[src/rtl/md_ctrl_if.sv]
`default_nettype none
// ============================================================================
// Module      : md_ctrl_if
// Description : Request/response bundle between md_ctrl and the shared
//               multiply/divide core (operands, op class, valid/ready pairs,
//               LO/HI results).
// Revision    : 1.0 - initial release
// ============================================================================
interface md_ctrl_if;
  logic [31:0] core_src0;
  logic [31:0] core_src1;
  logic [1:0]  core_op;
  logic        core_sign;
  logic        core_in_valid;
  logic        core_in_ready;
  logic        core_out_valid;
  logic        core_out_ready;
  logic [31:0] core_res0;
  logic [31:0] core_res1;

  // Controller side
  modport master (
    output core_src0, core_src1, core_op, core_sign, core_in_valid, core_out_ready,
    input  core_in_ready, core_out_valid, core_res0, core_res1
  );

  // Core side
  modport slave (
    input  core_src0, core_src1, core_op, core_sign, core_in_valid, core_out_ready,
    output core_in_ready, core_out_valid, core_res0, core_res1
  );
endinterface
`default_nettype wire

[src/rtl/md_ctrl.sv]
`default_nettype none
// ============================================================================
// Module      : md_ctrl
// Description : E-stage multiply/divide controller. Issues mult/div ops to the
//               shared core, enforces a minimum busy window per op class,
//               owns HI/LO and raises the stall used to hold later md ops.
// Revision    : 1.0 - initial release
// ============================================================================
module md_ctrl #(
  parameter int MUL_CYCLES = 5,
  parameter int DIV_CYCLES = 10
) (
  input  logic        clk,
  input  logic        reset,
  input  logic [3:0]  md_op,
  input  logic [31:0] md_a,
  input  logic [31:0] md_b,
  input  logic        md_flush,
  output logic        md_busy,
  output logic        md_stall,
  output logic [31:0] md_rdata,
  md_ctrl_if.master   core
);

  localparam logic [3:0] c_op_mult  = 4'd1;
  localparam logic [3:0] c_op_multu = 4'd2;
  localparam logic [3:0] c_op_div   = 4'd3;
  localparam logic [3:0] c_op_divu  = 4'd4;
  localparam logic [3:0] c_op_mfhi  = 4'd5;
  localparam logic [3:0] c_op_mflo  = 4'd6;
  localparam logic [3:0] c_op_mthi  = 4'd7;
  localparam logic [3:0] c_op_mtlo  = 4'd8;

  localparam logic [0:0] c_st_idle = 1'b0;
  localparam logic [0:0] c_st_busy = 1'b1;

  localparam logic [7:0] c_mul_cnt = 8'(MUL_CYCLES);
  localparam logic [7:0] c_div_cnt = 8'(DIV_CYCLES);

  logic [0:0]  r_state;
  logic [31:0] r_hi;
  logic [31:0] r_lo;
  logic [7:0]  r_cnt;
  logic        r_got;

  logic w_is_mul;
  logic w_is_div;
  logic w_op_valid;
  logic w_busy;
  logic w_in_valid;
  logic w_issue;
  logic w_done;
  logic w_stall;
  logic w_mt_en;

  // Op decode, issue qualification and exit condition
  always_comb begin
    w_is_mul   = (md_op == c_op_mult) || (md_op == c_op_multu);
    w_is_div   = (md_op == c_op_div)  || (md_op == c_op_divu);
    // Codes above MTLO behave as NONE, so they never stall
    w_op_valid = (md_op != 4'd0) && (md_op <= c_op_mtlo);
    w_busy     = (r_state == c_st_busy);
    w_in_valid = !w_busy && (w_is_mul || w_is_div) && !md_flush;
    w_issue    = w_in_valid && core.core_in_ready;
    // Leave once a result has arrived (now or earlier) and the minimum window expires
    w_done     = (r_got || core.core_out_valid) && (r_cnt <= 8'd1);
    w_stall    = w_busy && w_op_valid;
    w_mt_en    = !w_stall && !md_flush;
  end

  assign core.core_src0      = md_a;
  assign core.core_src1      = md_b;
  assign core.core_op        = w_is_mul ? 2'b01 : (w_is_div ? 2'b10 : 2'b00);
  assign core.core_sign      = (md_op == c_op_mult) || (md_op == c_op_div);
  assign core.core_in_valid  = w_in_valid;
  assign core.core_out_ready = w_busy;

  assign md_busy  = w_busy;
  assign md_stall = w_stall;

  // HI/LO read mux; only meaningful while not stalled
  always_comb begin
    md_rdata = 32'd0;
    if (md_op == c_op_mfhi) begin
      md_rdata = r_hi;
    end else if (md_op == c_op_mflo) begin
      md_rdata = r_lo;
    end
  end

  // Busy-window sequencer: minimum-cycle counter plus result-seen flag
  always_ff @(posedge clk) begin
    if (reset) begin
      r_state <= c_st_idle;
      r_cnt   <= 8'd0;
      r_got   <= 1'b0;
    end else begin
      case (r_state)
        c_st_idle: begin
          if (w_issue) begin
            r_state <= c_st_busy;
            r_got   <= 1'b0;
            r_cnt   <= w_is_mul ? c_mul_cnt : c_div_cnt;
          end
        end
        c_st_busy: begin
          if (r_cnt != 8'd0) begin
            r_cnt <= r_cnt - 8'd1;
          end
          if (core.core_out_valid) begin
            r_got <= 1'b1;
          end
          if (w_done) begin
            r_state <= c_st_idle;
          end
        end
        default: r_state <= c_st_idle;
      endcase
    end
  end

  // HI/LO: core results land only while busy; MT writes only when not stalled
  always_ff @(posedge clk) begin
    if (reset) begin
      r_hi <= 32'd0;
      r_lo <= 32'd0;
    end else if (w_busy && core.core_out_valid) begin
      r_lo <= core.core_res0;
      r_hi <= core.core_res1;
    end else begin
      if ((md_op == c_op_mthi) && w_mt_en) begin
        r_hi <= md_a;
      end
      if ((md_op == c_op_mtlo) && w_mt_en) begin
        r_lo <= md_a;
      end
    end
  end

endmodule
`default_nettype wire

[src/flat_wrapper.sv]
// flat-port wrapper written by rule: the top's interface ports become plain ports
module md_ctrl_flat 
#(
  parameter int MUL_CYCLES = 5,
  parameter int DIV_CYCLES = 10
)
  (clk, reset, md_op, md_a, md_b, md_flush, md_busy, md_stall, md_rdata, core_core_src0, core_core_src1, core_core_op, core_core_sign, core_core_in_valid, core_core_out_ready, core_core_in_ready, core_core_out_valid, core_core_res0, core_core_res1);
  md_ctrl_if core_i ();
  input  logic clk;
  input  logic reset;
  input  logic [3:0] md_op;
  input  logic [31:0] md_a;
  input  logic [31:0] md_b;
  input  logic md_flush;
  output logic md_busy;
  output logic md_stall;
  output logic [31:0] md_rdata;
  output wire logic [$bits(core_i.core_src0)-1:0] core_core_src0;
  output wire logic [$bits(core_i.core_src1)-1:0] core_core_src1;
  output wire logic [$bits(core_i.core_op)-1:0] core_core_op;
  output wire logic [$bits(core_i.core_sign)-1:0] core_core_sign;
  output wire logic [$bits(core_i.core_in_valid)-1:0] core_core_in_valid;
  output wire logic [$bits(core_i.core_out_ready)-1:0] core_core_out_ready;
  input wire logic [$bits(core_i.core_in_ready)-1:0] core_core_in_ready;
  input wire logic [$bits(core_i.core_out_valid)-1:0] core_core_out_valid;
  input wire logic [$bits(core_i.core_res0)-1:0] core_core_res0;
  input wire logic [$bits(core_i.core_res1)-1:0] core_core_res1;
  assign core_core_src0 = core_i.core_src0;
  assign core_core_src1 = core_i.core_src1;
  assign core_core_op = core_i.core_op;
  assign core_core_sign = core_i.core_sign;
  assign core_core_in_valid = core_i.core_in_valid;
  assign core_core_out_ready = core_i.core_out_ready;
  assign core_i.core_in_ready = core_core_in_ready;
  assign core_i.core_out_valid = core_core_out_valid;
  assign core_i.core_res0 = core_core_res0;
  assign core_i.core_res1 = core_core_res1;
  md_ctrl #(.MUL_CYCLES(MUL_CYCLES), .DIV_CYCLES(DIV_CYCLES)) u_core (.clk(clk), .reset(reset), .md_op(md_op), .md_a(md_a), .md_b(md_b), .md_flush(md_flush), .md_busy(md_busy), .md_stall(md_stall), .md_rdata(md_rdata), .core(core_i));
endmodule
[config.mk]
export PLATFORM = sky130hd
export DESIGN_NAME = md_ctrl_flat
export DESIGN_NICKNAME = d
export VERILOG_FILES = /design/src/rtl/md_ctrl_if.sv /design/src/rtl/md_ctrl.sv /design/src/flat_wrapper.sv
export SDC_FILE = /design/constraint.sdc
export NUM_CORES = 1
export LEC_CHECK = 0
export BUFFER_PORTS_ARGS = -buffer_cell sky130_fd_sc_hd__clkbuf_2
export CELL_PAD_IN_SITES_DETAIL_PLACEMENT = 1
export CELL_PAD_IN_SITES_GLOBAL_PLACEMENT = 2
export CORE_UTILIZATION = 24
export DETAILED_ROUTE_END_ITERATION = 10
export PLACE_DENSITY = 0.85
export SYNTH_ARGS = -nofsm -noshare
export SYNTH_HDL_FRONTEND = slang
export SYNTH_SLANG_ARGS = --single-unit
[constraint.sdc]
create_clock -name clk -period 2.6 [get_ports clk]
set_input_delay 0.39 -clock clk [delete_from_list [all_inputs] [get_ports clk]]
set_output_delay 0.39 -clock clk [all_outputs]
set_load 0.01 [all_outputs]
# --- After elaboration in Yosys (flattened, before gate mapping) ---
# Index checks and enable logic that the tools add are counted.
totals:
  elab_cells: 62
  n_memories: 0
  ram_bits: 0
  out_inout_bits: 103
  mem_bits_ro: 0
  register_bits: 74
  latch_bits: 0
op_classes:
  add_sub_neg: 1
  shifts: 0
  bitwise: 1
  order_cmp: 2
  div: 0
  n_mux: 18
  multipliers: 0
  eq_ne: 11
  n_reduce_logical: 24
ops:
  columns: ["op", "count"]
  rows:
  - ["32-bit two-way mux", 6]
  - ["4-bit by 3-bit == test with 1-bit output (second input constant)", 4]
  - ["8-bit two-way mux", 2]
  - ["8-bit one-hot mux with 2 select lines", 1]
  - ["1-bit logical AND", 10]
  - ["4-bit by 2-bit == test with 1-bit output (second input constant)", 2]
  - ["8-bit by 1-bit <= comparator with 1-bit output (second input constant)", 1]
  - ["8-bit nonzero test", 1]
  - ["8-bit by 1-bit subtractor with 8-bit output (second input constant)", 1]
  - ["1-bit logical OR", 5]
  - ["4-bit by 1-bit == test with 1-bit output (second input constant)", 1]
  - ["4-bit == test (second input constant)", 1]
  - ["4-bit <= comparator (second input constant)", 1]
  - ["1-bit two-way mux", 4]
  - ["2-bit two-way mux", 2]
  - ["4-bit two-way mux", 1]
  - ["2-bit != test (second input constant)", 2]
  - ["1-bit one-hot mux with 2 select lines", 2]
  - ["2-bit AND reduction", 2]
  - ["2-bit nonzero test", 2]
  - ["4-bit nonzero test", 1]
  - ["1-bit logical NOT", 3]
  - ["2-bit by 1-bit != test with 1-bit output (second input constant)", 1]
  - ["1-bit inverter", 1]

# --- Depth between registers and ports, before layout ---
# Gate-level depths: netlist (run 1).
logic_depth:
  word_depth: 8
  mapped_depth: 6
  depth_no_buf: 6

# --- Worst setup path after synthesis (run 1) ---
# Ideal clock, no wire load.
synth_timing:
  kind: "input to output"
  start: "input port md_op[3]"
  end: "output port md_rdata[10]"
  setup_slack_ps: 689
  cell_stages: 6
  arrival_ps: 1521
  cell_sequence: "buf_2 nor2b_1 and3b_1 clkbuf_1 clkbuf_1 a22o_1"
synth_between:
  elab_chain_cells: 3
  elab_cells_between_ends: 4
  cone_classes: "eq/ne: 2; mux: 2"
synth_lines:
  columns: ["element", "line_no", "source"]
  rows:
  - ["start: declaration", "flat_wrapper.sv:11", "input logic [3:0] md_op;"]
  - ["4-bit by 3-bit == test with 1-bit output", "md_ctrl.sv:86", "end else if (md_op == c_op_mflo) begin"]
  - ["32-bit two-way mux", "md_ctrl.sv:86", null]
  - ["32-bit two-way mux *", "md_ctrl.sv:84", "if (md_op == c_op_mfhi) begin"]
  - ["end: declaration", "flat_wrapper.sv:17", "output logic [31:0] md_rdata;"]
# Every way passes the cells marked *; elsewhere a longest branch is shown, timed or not.

# --- Final worst setup path (run 1) ---
layout_timing:
  start: "register u_core.r_cnt[0]"
  end: "register u_core.r_cnt[0]"
layout_between:
  elab_chain_cells: 3
  elab_cells_between_ends: 6
  cone_classes: "add/sub: 1; eq/ne: 1; mux: 2; reduce/logical: 2"
layout_lines:
  columns: ["element", "line_no", "source"]
  rows:
  - ["start: declaration", "md_ctrl.sv:43", "logic [7:0] r_cnt;"]
  - ["start signal: assignment", "md_ctrl.sv:103", "r_cnt <= w_is_mul ? c_mul_cnt : c_div_cnt;"]
  - ["start signal: assignment", "md_ctrl.sv:108", "r_cnt <= r_cnt - 8'd1;"]
  - ["8-bit by 1-bit subtractor with 8-bit output / 8-bit nonzero test (equally long branches)", "md_ctrl.sv:108, md_ctrl.sv:107", null]
  - ["8-bit two-way mux / 2-bit != test (equally long branches)", null, null]
  - ["8-bit one-hot mux with 2 select lines / 2-bit AND reduction (equally long branches)", null, null]
# Parallel ways exist; a longest one is shown, timed or not. The select of a mux whose other input is x is not followed.
# A chain may end at the register's enable or synchronous reset.

==> results by stage, run 1 <==
Die:
- Pin placement for this block handled 240 I/O pins.
- The initialized floorplan defines 48 standard-cell rows.
- The die width is around 140 um.
- The die covers 18510 um2.
- In this run the standard cell core region covers 17420 um2.
- Once the floorplan was initialized, standard cells occupied about a quarter of the core.
- The die outline height is between 100 and 150 um.

Cells and area:
- Summing all flip-flop and latch instances after layout gives roughly 1500 um2.
- The total area of multi-input combinational cells is between 2000 and 2500 um2.
- The relative area change from synthesis to final layout is 21.59%.
- The library cell used most frequently in the layout, excluding fill and tap cells, is clkbuf_2.
- The final net count is a little over 700.
- Of the cells placed in the final design, the portion with a size suffix greater than 1 is 35.63%.
- The antenna diode count is 0.
- The final non-filler cell area is about 5200 um2.
- The library cells used most frequently in the layout, excluding fill and tap cells, are 175 x clkbuf_2, 74 x dfxtp_1, 73 x nor2_1, 64 x mux2i_1, 64 x a211oi_1.
- The filler cell count in the final layout is roughly 2.1k.

Flow run:
- Across the run, the number of max-cap violations was 0.

Power:
- The part of the power in registers is between 30% and 40%.
- The fraction of power consumed by the clock network is around half.
- Total power for the finished layout comes to 3.012 mW.
- The fraction of power spent switching nets is a little under a quarter.
- The leakage power total is 2.669 nW.
- The combinational share of power is roughly 11%.
- Internal power comes to 2.307 mW.
- In this run the power density over the cells is about 570 nW/um2.
- In this run the power spent charging and discharging nets is 705.5 uW.
- IR analysis of the VDD net gives a maximum drop of 0.0003180 V.

Setup path:
- Together, buffers and inverters on the worst path number 1.
- The critical path launch point type is a register.
- The arrival time of the worst setup path is between 2 and 2.5 ns.
- The category of the most critical setup path is reg2reg.
- The data required time of the worst path is roughly 2.8 ns.
- Of all nets on the critical path, the largest fanout is 10.
- The kind of cell with the highest combined delay along the critical path is compound AO/OA/AOI/OAI gates.
- The cell at the slowest stage of the critical path is or3b_2.
- For this run, the slowest stage of the critical path takes around 0.50 ns.
- The critical path goes through inv_1 > ha_1 > or3b_2 > o21ai_2 > a21oi_1 > o221a_2.
- The worst setup path is captured at a register.

Placement:
- The estimated wirelength of the detail-placed design is around 10000 um.
- The final weighted congestion of routability-driven global placement is about 0.8.
- Port buffering added 175 buffers.
- The post-detailed-placement cell area is roughly 4900 um2.

Routing:
- The number of remaining DRC errors is 0.
- The routed design has 13800 um of wire.
- The routed layout has between 3k and 4k vias.
- The routed length per placed instance is 17.12 um.
- The number of nets still failing antenna checks after routing is 0.
- The first-pass iteration count of the detailed router is 4.
- The violation count after the first detailed-route iteration is approximately 120.
- Dividing the detail-routed via count by the number of cells gives 4.918.

Clock network:
- The number of setup buffers added after CTS is 0.
- Clock tree synthesis selected as its root buffer the cell clkbuf_16.
- The number of clock buffers inserted by TritonCTS is 9.
- The number of hold buffers added after CTS is 0.
- The CTS tree is yes.
- The post-cts repair resize count is 0.
- Clock latency on the worst-skew pair, taken at its later pin, is around 0.33 ns.
- The register clock-pin slew on the reported worst setup and hold paths is 0.06 ns.
- The H-tree was split into 3 levels.
- The total number of clock tree sinks is 74.
- The longest clock path from root to sink contains 2 buffers.

Outcome:
- The run finished with clean final reports.

Timing:
- The number of endpoints with negative hold slack in the final report came to 0.
- The number of max-slew violations in the final report is 0.
- Timing would allow up to roughly 460 MHz.
- Setup repair after global routing left no endpoint under its margin.
- For the final routed database, the setup TNS stands at 0 ns.
- The post-route fraction of the period consumed by the critical path is ~84%.
- The relative slew slack is slightly above 50%.
- The final period demand of the worst path is ~2.2 ns.
- The worst clock skew on the final layout is approximately 0.0080 ns.
- At the pin with the least slew margin, the transition time is 0.7231 ns.
- The final-report setup violation count is 0.

Synthesis:
- The synthesized netlist cell count is approximately 490.
- The number of warnings printed during yosys synthesis is 0.
- In the post-synthesis netlist, the biggest area contributors are dfxtp_1 34%, mux2i_1 15%, buf_4 12%.
- The netlist uses 40 different library cells.
- The netlist area before placement is roughly 4300 um2.
- Summed over all instances, the cell type with the most area after synthesis is dfxtp_1.
- The main flop type after synthesis is dfxtp_1.
- The post-synthesis average cell area is between 8 and 9 um2.
- The share of flip-flops with an asynchronous set or reset after synthesis is 0%.
- When the netlist entered floorplanning its net count stood at 627.
- The flip-flop and latch count after synthesis is 74.
- The fraction of the yosys area taken by sequential cells is about a third.
- Yosys mapped a number of flops with a built-in enable equal to 0.
- Of the post-synthesis cell area, the dominant cell type holds 34.36%.

Global route:
- The initial antenna violation count came to 0.
- The first-pass GRT wire length is 21820 um.
- The global-route congestion overflow total is 0.
- The number of global-route vias before repair came to about 4.2k.
- Entering global routing, the biggest net connects 74 pins.
- The total routing usage reported by global routing is between 15 and 20%.

Worst hold path:
- The min-delay analysis places its worst path in the category in2reg.
==> path summary, 6_finish.rpt <==
kind / from / endpoint / slack, ns / cells after the start
setup reg to reg: u_core.r_cnt[0] / u_core.r_cnt[0] / 0.41 / 6
setup / recovery: u_core.r_cnt[0] / u_core.r_cnt[0] / 0.41 / 6
hold reg to reg: u_core.r_got / u_core.r_got / 0.47 / 2
hold / removal: core_core_res0[28] / u_core.r_lo[28] / 0.32 / 3
==> logic make-up (layout without fill, tap and decap cells) <==
family	count (synthesis)	count (layout)	share of synthesized area [%]
AND/OR/NAND/NOR	112	112	12.07
AO/OA/AOI/OAI	122	122	21.74
multiplexers	64	64	14.86
XOR/XNOR	2	2	0.4063
flip-flops	74	74	34.36
adder cells (fa/ha/maj)	2	2	0.5803
buffers and inverters	112	205	15.99
==> Yosys cell counts, drive strengths merged, types with 3 or more instances <==
library cell / n
or4: 5
nand4: 3
nand2: 9
a211oi: 64
a22o: 32
nor3: 3
clkbuf: 31
o21ai: 8
nor4: 3
dfxtp: 74
nor2: 73
a21oi: 7
mux2i: 64
buf: 77
inv: 4
==> metal layers <==
layer | track usage, % | wire [um] | part of all wire, % | vias up
li1 | - | - | - | 1900
met1 | 17.94 | 5801 | 42 | 1898
met2 | 25.44 | 6765 | 49 | 129
met3 | 4.027 | 845 | 6.1 | 37
met4 | 7.222 | 388 | 2.8 | 0
met5 | 0 | 0 | 0 | -
==> registers in the layout, indices dropped and copies added (netlist names) <==
name and cells:
u_core.core.core_out_ready 1, u_core.r_cnt 8, u_core.r_got 1, u_core.r_hi 32
u_core.r_lo 32
==> layout make-up <==
cell class                      count  area share, %
Clock buffer                       11          4.821
Timing Repair Buffer              185          18.38
Inverter                            4         0.2864
Clock inverter                      5          1.909
Tap cell                          225          5.370
Sequential cell                    74          28.26
Multi-Input combinational cell    302          40.98
==> worst register-to-register path: cells and delay by family (launching register included) <==
kind | cells | cell delay [ns]
DFF | 1 | 0.37
adders and majority gates | 1 | 0.30
AOI/OAI and AO/OA | 3 | 0.81
and+or+nand+nor | 1 | 0.51
buffers and inverters | 1 | 0.09
==> per-stage QoR <==
step	std cells	worst slack, ns	hold WS, ns	utilization, %
2_1_floorplan	488	0.6891	0.4364	-
3_3_place_gp	790	0.4255	0.4522	28.07
3_5_place_dp	790	0.4129	0.4601	28.07
4_1_cts	806	0.4062	0.2999	30.10
5_1_grt	806	0.2816	0.3118	30.10
6_report	806	0.4129	0.3236	30.10
==> power by group through the flow <==
stage	Sequential (mW)	Clock (mW)	Combinational, mW
after CTS	1.20	1.55	0.334
after floorplan	1.21	0	0.252
after global routing	1.20	1.60	0.364
final	1.20	1.49	0.329
after detailed placement	1.22	0	0.332
after global placement	1.22	0	0.321
(Power assumes the default switching activity.)
==> inputs of run 2 (changes only) <==
==> constraint.sdc (replaced) <==
create_clock -name clk -period 2.3 [get_ports clk]
set_input_delay 0.345 -clock clk [delete_from_list [all_inputs] [get_ports clk]]
set_output_delay 0.345 -clock clk [all_outputs]
set_load 0.01 [all_outputs]
==> run 2 against run 1 <==
  * Flip-flop and latch count unchanged
  * Largest cell class unchanged
  * Clock skew shrank 0.0023 ns
  * Fmax up 3.8%
  * Utilization decreased by 0.19 points
  * Critical path depth is the same
  * Register-to-register slack worse by 0.22 ns
  * Worst setup slack got worse by 0.22 ns
  * Die area did not move
  * Wire length increased by 1.6%
==> results by stage, run 2 (synthesis gave the netlist of run 1 again) <==
Die:
- The die outline height is 136.0 um (unchanged).
- The number of standard-cell rows in the floorplan is 48 (unchanged).
- The die width was 136.0 um (unchanged).
- The area of the die is 18510 um2 (unchanged).
- The standard cell core area is 17420 um2 (unchanged).
- The number of ports placed on the die boundary is 240 (unchanged).
- The starting utilization of the core area is 24.76% (unchanged).

Placement:
- The estimated wirelength of the detail-placed design is 9927 um (+2.0%).
- The worst setup slack before clock tree synthesis was 0.2047 ns (-0.2082 ns).
- The final weighted congestion of routability-driven global placement is 0.8232 (+0.21%).
- The number of port buffers is 175 (unchanged).

Routing:
- The amount of wire on met3 after detailed routing was 714 um (-16%).
- The routed length on met2 is 6974 um (+3.1%).
- The via-per-instance ratio is 4.957 (+0.78%).
- The violation count after the first detailed-route iteration is 160 (+37%).
- The detailed-route via count is 4000 (+0.91%).
- The number of nets still failing antenna checks after routing is 0 (unchanged).
- The number of remaining DRC errors came to 0 (unchanged).
- The routed length per placed instance is 17.38 um (+1.5%).
- In this run the top signal layer used is met4.
- The routed length on met1 is 6009 um (+3.6%).
- The routed wire length is 14020 um (+1.6%).
- The first-pass iteration count of the detailed router is 6 (+2).

Power:
- The total power per unit cell area is 607.3 nW/um2 (+5.7%).
- The fraction of power spent switching nets was 24.35% (+0.93 points).
- The total net switching power is 770.2 uW (+9.2%).
- The internal power contribution was 2.393 mW (+3.7%).
- The fraction of power consumed by the clock network is 45.4% (-4.0 points).
- The combinational share of power was 11.9% (+1.0 points).
- The leakage power total is 2.649 nW (-0.76%).
- The part of the power in registers came to 42.7% (+3.0 points).
- The peak ir drop on the vdd network is 0.0003139 V (-1.3%).

Worst hold path:
- The path class of the lowest-slack min-delay path is in2reg.
- The worst hold path begins at core_core_res1[31].
- The worst hold path terminates at u_core.r_hi[31].
- The count of cells along the worst hold path is 3 (unchanged).

Flow run:
- The number of maximum-capacitance violations is 0 (unchanged).

Outcome:
- The run finished with clean final reports.

Global route:
- The maximum number of pins on one net before global-route repair is 71 (-4.1%).
- The number of global-route vias before repair came to 4179 (-1.3%).
- The initial antenna violation count is 0 (unchanged).
- The total routing usage reported by global routing came to 14.98% (-0.23 points).
- The global-route congestion overflow total is 0 (unchanged).
- The first-pass GRT wire length is 21520 um (-1.4%).

Cells and area:
- The top cell types in the final layout, fill and taps aside, are 175 x clkbuf_2, 74 x dfxtp_1, 73 x nor2_1, 64 x mux2i_1, 64 x a211oi_1.
- The fraction of final layout cells sized beyond drive strength 1 is 35.22% (-0.40 points).
- The total area of multi-input combinational cells is 2148 um2 (unchanged).
- Relative to the synthesized area, the layout overhead comes to 20.81%.
- The antenna diode count is 0 (unchanged).
- The final net count is 716 (+0.14%).
- The library cell used most frequently in the layout, excluding fill and tap cells, is clkbuf_2.
- The filler cell count in the final layout is 2081 (-1.2%).
- The sequential standard cell area is 1481 um2 (unchanged).
- The fraction of the core area covered by cells at the end of the flow was 29.91% (-0.19 points).
- The largest registers in the layout are u_core.r_hi x32, u_core.r_lo x32, u_core.r_cnt x8.

Clock network:
- The register clock-pin slew on the reported worst setup and hold paths is 0.06 ns (about the same).
- The number of levels the H-tree was split into was 3 (unchanged).
- The number of clock buffers inserted by TritonCTS was 9 (unchanged).
- The deepest clock path buffer count is 2 (unchanged).
- The clock latency at the later pin of the worst-skew pair is 0.34 ns (about the same).
- The post-cts repair resize count is 0 (unchanged).
- The CTS tree is yes.
- The number of hold buffers added after CTS was 0 (unchanged).
- The total number of clock tree sinks is 74 (unchanged).
- The number of setup buffers added after CTS came to 0 (unchanged).
- The clock root buffer master is clkbuf_16.

Timing:
- The final-report setup violation count is 0 (unchanged).
- The post-route fraction of the period consumed by the critical path is 91.57% (+7.5 points).
- The number of max-slew violations in the final report is 0 (unchanged).
- The final worst-path setup slack came to 0.1939 ns (-0.2191 ns).
- The final period demand of the worst path is 2.106 ns (-0.08094 ns).
- Setup repair after global routing left no endpoint under its margin.
- The slew at the pin with the worst max-slew slack is 0.6774 ns (-0.04566 ns).
- The maximum achievable frequency is 474.8 MHz (+3.8%).
- The worst clock skew on the final layout is 0.005683 ns (-0.002292 ns).
- The relative slew slack is 54.84% (+3.0 points).
- The total negative slack for setup checks is 0 ns (unchanged).
- The number of endpoints with negative hold slack in the final report is 0 (unchanged).

Setup path:
- The number of cell instances on the worst register-to-register path is 6 (unchanged).
- In this run the critical register-to-register path is captured at u_core.r_cnt[0].
- The data required time of the worst path came to 2.52 ns (-0.31 ns).
- The largest fanout of any net on the critical path was 10 (unchanged).
- The critical path is of the reg2reg type.
- The worst setup path is captured at a register.
- The internal reg-to-reg setup slack was 0.19 ns (-0.22 ns).
- The arrival time of the worst setup path is 2.33 ns (-0.08 ns).
- The startpoint identified for the worst register-to-register timing path is u_core.r_cnt[0].
- STA classifies the critical path startpoint as a register.
## run 2: final cells by class
cell class              count  share of cell area [%]
clock buffers              14                   5.068
clock inverters             2                  0.6726
flip-flops and latches     74                   28.44
multi-input cells         302                   41.24
inverters                   4                  0.2883
repair buffers            186                   18.88
well taps                 225                   5.405
## run 2: metrics by stage
| step | hold slack [ns] | instance area, um2 | std cells | power (mW) |
|---|---|---|---|---|
| 2_1_floorplan | 0.4364 | 4312 | 488 | 1.656 |
| 3_3_place_gp | 0.4523 | 4910 | 791 | 1.738 |
| 3_5_place_dp | 0.4598 | 4910 | 791 | 1.755 |
| 4_1_cts | 0.2592 | 5209 | 807 | 3.227 |
| 5_1_grt | 0.2793 | 5209 | 807 | 3.301 |
| 6_report | 0.2737 | 5209 | 807 | 3.163 |
## run 2: per-layer routing
layer	global-route usage (%)	vias up
li1	-	1898
met1	17.89	1939
met2	25.89	132
met3	2.722	31
met4	6.790	0
met5	0	-
## run 2: power by group through the flow
stage | Sequential, mW | Combinational, mW | Clock (mW)
floorplan | 1.37 | 0.285 | 0
CTS | 1.35 | 0.381 | 1.50
global placement | 1.37 | 0.365 | 0
global route | 1.35 | 0.413 | 1.53
detailed placement | 1.38 | 0.379 | 0
finish | 1.35 | 0.377 | 1.44
## run 2: worst max path at each step
stage / startpoint / endpoint / slack, ns / depth (start not counted)
floorplan: u_core.r_cnt[0] / u_core.r_cnt[0] / 0.46 / 6
global placement: u_core.r_cnt[0] / u_core.r_cnt[0] / 0.34 / 6
detailed placement: u_core.r_cnt[0] / u_core.r_cnt[0] / 0.20 / 6
CTS: u_core.r_cnt[0] / u_core.r_cnt[0] / 0.21 / 6
global route: u_core.r_cnt[0] / u_core.r_cnt[0] / 0.08 / 6
finish: u_core.r_cnt[0] / u_core.r_cnt[0] / 0.19 / 6
## run 2: worst max-delay path, cell delays in order (launching register included)
cell and delay, ns:
dfxtp_1 0.36, inv_1 0.08, ha_1 0.28, or3b_2 0.50, o21ai_2 0.36, a21oi_1 0.13, o221a_2 0.29
